<file path="config.mk">
export PLATFORM = sky130hd
export DESIGN_NAME = fetch_unit
export DESIGN_NICKNAME = d
export VERILOG_FILES = /design/src/rtl/fetch_unit.sv
export SDC_FILE = /design/constraint.sdc
export NUM_CORES = 1
export LEC_CHECK = 0
export CAP_MARGIN = 30
export CORE_MARGIN = 2
export CORE_UTILIZATION = 35
export CTS_BUF_LIST = sky130_fd_sc_hd__clkbuf_8 sky130_fd_sc_hd__clkbuf_16
export CTS_CLUSTER_SIZE = 12
export DETAILED_ROUTE_END_ITERATION = 16
export DONT_BUFFER_PORTS = 1
export GPL_ROUTABILITY_DRIVEN = 0
export SYNTH_ARGS = -nofsm -noshare
export SYNTH_HDL_FRONTEND = slang
export SYNTH_SLANG_ARGS = --single-unit
</file>
<file path="constraint.sdc">
create_clock -name i_clk -period 3.2 [get_ports i_clk]
set_input_delay 0.48 -clock i_clk [delete_from_list [all_inputs] [get_ports i_clk]]
set_output_delay 0.48 -clock i_clk [all_outputs]
set_load 0.01 [all_outputs]
</file>
<file path="src/rtl/fetch_unit.sv">
// Instruction fetch stage: drives the word-addressed instruction memory,
// steps the PC and loads the IF/ID register. A one-entry skid buffer absorbs
// the in-flight read when decode stalls, a redirect from execute flushes the
// stage, and a HALT_WORD parks the stage until the next redirect or reset.
//
// state     | meaning
// ----------+-----------------------------------------------------------
// S_IDLE    | after reset, no fetch; waits for i_start
// S_FETCH   | issuing one read per unstalled cycle, filling IF/ID
// S_HALTED  | halt word seen; no fetch until a redirect
module fetch_unit #(
   parameter int                  ADDR_W    = 10,
   parameter int                  INSTR_W   = 32,
   parameter logic [INSTR_W-1:0]  HALT_WORD = {INSTR_W{1'b1}}
) (
   input  logic                i_clk,
   input  logic                i_rst,
   input  logic                i_start,
   output logic                o_imem_rd_en,
   output logic [ADDR_W-1:0]   o_imem_addr,
   input  logic [INSTR_W-1:0]  i_imem_rdata,
   input  logic                i_stall,
   input  logic                i_redirect,
   input  logic [ADDR_W-1:0]   i_redirect_pc,
   output logic                o_ifid_valid,
   output logic [INSTR_W-1:0]  o_ifid_instr,
   output logic [ADDR_W-1:0]   o_ifid_pc,
   output logic [1:0]          o_ifid_type,
   output logic [4:0]          o_ifid_func,
   output logic                o_halted
);

   localparam logic [1:0] S_IDLE   = 2'd0;
   localparam logic [1:0] S_FETCH  = 2'd1;
   localparam logic [1:0] S_HALTED = 2'd2;

   localparam logic [ADDR_W-1:0] PC_ONE = {{(ADDR_W-1){1'b0}}, 1'b1};

   logic [1:0]         r_state;
   logic [ADDR_W-1:0]  r_pc;
   logic               r_req_valid;
   logic [ADDR_W-1:0]  r_req_pc;
   logic               r_skid_valid;
   logic [INSTR_W-1:0] r_skid;
   logic [ADDR_W-1:0]  r_skid_pc;
   logic               r_ifid_valid;
   logic [INSTR_W-1:0] r_ifid_instr;
   logic [ADDR_W-1:0]  r_ifid_pc;
   logic               r_halted;

   logic               w_advance;
   logic               w_ret_valid;
   logic [INSTR_W-1:0] w_ret_word;
   logic [ADDR_W-1:0]  w_ret_pc;
   logic               w_halt;

   // An unstalled, unredirected FETCH cycle both issues a read and retires
   // whatever is returning; the skid entry is older than the memory return.
   always_comb begin
      w_advance   = (r_state == S_FETCH) & ~i_stall & ~i_redirect;
      w_ret_valid = r_skid_valid | r_req_valid;
      w_ret_word  = r_skid_valid ? r_skid    : i_imem_rdata;
      w_ret_pc    = r_skid_valid ? r_skid_pc : r_req_pc;
      w_halt      = w_advance & w_ret_valid & (w_ret_word == HALT_WORD);
   end

   assign o_imem_rd_en = w_advance & ~i_rst;
   assign o_imem_addr  = r_pc;
   assign o_ifid_valid = r_ifid_valid;
   assign o_ifid_instr = r_ifid_instr;
   assign o_ifid_pc    = r_ifid_pc;
   assign o_ifid_type  = r_ifid_instr[INSTR_W-1:INSTR_W-2];
   assign o_ifid_func  = r_ifid_instr[INSTR_W-3:INSTR_W-7];
   assign o_halted     = r_halted;

   // Sequencer, request tracking, skid buffer and IF/ID register.
   always_ff @(posedge i_clk) begin
      if (i_rst) begin
         r_state      <= S_IDLE;
         r_pc         <= '0;
         r_req_valid  <= 1'b0;
         r_req_pc     <= '0;
         r_skid_valid <= 1'b0;
         r_skid       <= '0;
         r_skid_pc    <= '0;
         r_ifid_valid <= 1'b0;
         r_ifid_instr <= '0;
         r_ifid_pc    <= '0;
         r_halted     <= 1'b0;
      end else begin
         case (r_state)
            S_IDLE: begin
               if (i_start) r_state <= S_FETCH;
            end
            S_FETCH: begin
               if (i_redirect) begin
                  r_pc         <= i_redirect_pc;
                  r_req_valid  <= 1'b0;
                  r_skid_valid <= 1'b0;
                  r_ifid_valid <= 1'b0;
               end else if (i_stall) begin
                  // Only one read can be in flight, so the skid never overflows.
                  r_req_valid <= 1'b0;
                  if (r_req_valid) begin
                     r_skid       <= i_imem_rdata;
                     r_skid_pc    <= r_req_pc;
                     r_skid_valid <= 1'b1;
                  end
               end else if (w_halt) begin
                  // The read issued this cycle is dropped and pc is not advanced.
                  r_ifid_valid <= 1'b0;
                  r_req_valid  <= 1'b0;
                  r_skid_valid <= 1'b0;
                  r_halted     <= 1'b1;
                  r_state      <= S_HALTED;
               end else begin
                  r_req_pc     <= r_pc;
                  r_req_valid  <= 1'b1;
                  r_pc         <= r_pc + PC_ONE;
                  r_skid_valid <= 1'b0;
                  r_ifid_valid <= w_ret_valid;
                  if (w_ret_valid) begin
                     r_ifid_instr <= w_ret_word;
                     r_ifid_pc    <= w_ret_pc;
                  end
               end
            end
            S_HALTED: begin
               if (i_redirect) begin
                  r_pc         <= i_redirect_pc;
                  r_req_valid  <= 1'b0;
                  r_skid_valid <= 1'b0;
                  r_ifid_valid <= 1'b0;
                  r_halted     <= 1'b0;
                  r_state      <= S_FETCH;
               end
            end
            default: r_state <= S_IDLE;
         endcase
      end
   end

endmodule

</file>
==> out/results.tsv <==
metric	value	unit
worst-path cell chain	inv_1, ha_1, nor2_1, o22ai_1, or3_1, o32ai_1	
CTS tree	done	
Initial DRC Count	272	
maximum clock insertion buffer count	2	
CTS Sinks	110	
setup ws final	0.639	ns
Cell Pwr Density	612	mW/mm²
CP max stage delay	0.54	ns
Tightest Hold Check Type	input pin to register	
Mapped Cells	583	
clock latency at the later pin of the worst-skew pair	0.35	ns
Ys Warns	0	
GRT Residual Overflow	0	
PortBufs	0	
number of global-route vias before repair	3771	
Switching Share	0.278	
post-synthesis area per instance	8.38	µm²
WS Path Type	register to register	
Net Count, Synth	636	
CP Data Arrival Time	2.83	ns
io pins	109	
Crit. End Element	register	
CP Launch Type	register	
commonest non-fill, non-tap cell in the layout	dfxtp_1	
HPWL Detailed	8310	µm
CP max FO	10	
post_cts resized	0	
Setup violations, final	0	
LEAKAGE	1.63	nW
Multi-input gate area	0.00243	mm²
starting density of the core	0.355	
Peak supply drop	0.000330	V
post-synthesis register bit count	110	
largest cells by area after synthesis	dfxtp_1, mux2i_1, nand2_1	
Inst Count DP	718	
Sequential Power Share	0.477	
root buffer cell	clkbuf_16	
Hold Fails Final Rpt	0	
pin count of the biggest net entering global routing	103	
number of detailed-route iterations in the first pass	5	
Routed wire per std cell	16.4	µm
Tcrit/Tclk final	0.800	
RSZ-0062 raised after global routing	no	
sequential-to-total area share from yosys stat	0.450	
hold_ws	0.183	ns
share of layout cells above drive strength 1	0.0560	
Slew Limit Fails	0	
fill cell count	1403	
post-CTS setup buffer count	0	
Final ANT Viol Nets	0	
H-tree lvl count	3	
Total Power	3.23	mW
Ant. Diodes	0	
first-pass GRT wire length	19400	µm
worst path buffer plus inverter count	1	
Tightest Pin Transition	0.630	ns
Comb pwr share	0.154	
non-filler cells, final	734	
die width	122	µm
most frequent cells in the layout	dfxtp_1, nand2_1, nor2_1	
P&R area growth vs syn	7.88	%
Fin Setup TNS	0	ns
Post-synth EDFFs	0	
# rows	43	
MaxCap Viol Count	0	
Core Util, Final	0.383	
Place WS	0.640	ns
routed wire length	12000	µm
Remaining DRCs	0	
slowest CP cell	nor2_1	
Primary FF master, synth	dfxtp_1	
Final Cell Area	0.00527	mm²
CTS Hold Bufs	0	
critical path's top delay family	simple AND/OR/NAND/NOR gates	
die height	122	µm
initial antenna violation count	0	
fin crit period	2.56	ns
FMAX	391	MHz
vias	3959	
slew margin rel.	0.574	
routed vias/inst	5.39	
Nets	602	
Int Power	2.33	mW
critical path required time	3.47	ns
post-synthesis cell area	0.00489	mm²
Clock transition at path regs	0.07	ns
DP Area	0.00496	mm²
Synth top area share	0.450	
area leader, netlist	dfxtp_1	
CTS buffer count	9	
die area	0.0149	mm²
GRT Resource Usage Total	0.167	
post-synth cell types	45	
Clock Skew	0.00371	ns
sequential cell area	0.00220	mm²
status	complete, no violations	
post-synthesis async set-or-reset flop share	0	
clock network fraction of design power	0.370	
Core Footprint	0.0138	mm²
P_sw	0.896	mW
[layer usage]
metal  share of wire  routed length (µm)  GRT usage  vias up
li1                -                   -          -     1998
met1            0.44                5340      0.210     1834
met2            0.45                5430      0.260      111
met3           0.085                1030     0.0665       16
met4           0.019                 224     0.0524        0
met5               0                   0          0        -
[power groups by stage]
stage	Sequential (mW)	Clock, mW	Combinational (mW)
2_1_floorplan	1.53	0	0.426
3_3_place_gp	1.57	0	0.479
3_5_place_dp	1.57	0	0.492
4_1_cts	1.54	1.23	0.495
5_1_grt	1.55	1.29	0.560
6_report	1.54	1.19	0.496
[state kept, by name (all words and copies together) (netlist names)]
register	flops
r_skid	32
r_skid_pc	10
o_ifid_valid	1
o_ifid_instr	32
r_req_pc	10
o_ifid_pc	10
o_imem_addr	10
r_req_valid	1
r_skid_valid	1
o_halted	1
r_state	2
[cell families (layout without fill, tap and decap cells)]
| family | Yosys count | after routing | share of synthesized area |
|---|---|---|---|
| and+or+nand+nor | 217 | 217 | 0.192 |
| AOI/OAI and AO/OA | 141 | 141 | 0.186 |
| DFF | 110 | 110 | 0.450 |
| buffers and inverters | 59 | 30 | 0.0540 |
| muxes | 50 | 50 | 0.102 |
| adders and majority gates | 6 | 6 | 0.0154 |
[final cells by class]
| type | instances | share of cell area |
|---|---|---|
| repair buffers | 8 | 0.0138 |
| clock inverters | 6 | 0.0147 |
| inverters | 6 | 0.00427 |
| well taps | 180 | 0.0427 |
| flip-flops and latches | 110 | 0.418 |
| multi-input cells | 414 | 0.461 |
| clock buffers | 10 | 0.0453 |
[worst paths after layout]
path	from	end	slack, ns	cells after the start
max	r_state[0]	o_imem_addr[0]	0.64	6
min	i_rst	o_imem_addr[1]	0.18	1
max reg2reg	r_state[0]	o_imem_addr[0]	0.64	6
min reg2reg	r_skid_pc[2]	r_skid_pc[2]	0.45	2
[synthesized netlist by cell type (all sizes together), types with 2 or more instances]
cell,instances
clkbuf,33
nor4,4
a31oi,4
inv,6
nor3b,2
a211oi,40
nor2,70
nor3,10
dfxtp,110
o311ai,7
nand3,8
a311oi,3
o21ai,15
a211o,2
ha,6
mux2i,50
buf,20
nand2b,2
and3,3
nand2,98
a41oi,4
a21oi,57
nand4,10
nor2b,3
(Power assumes the default switching activity.)
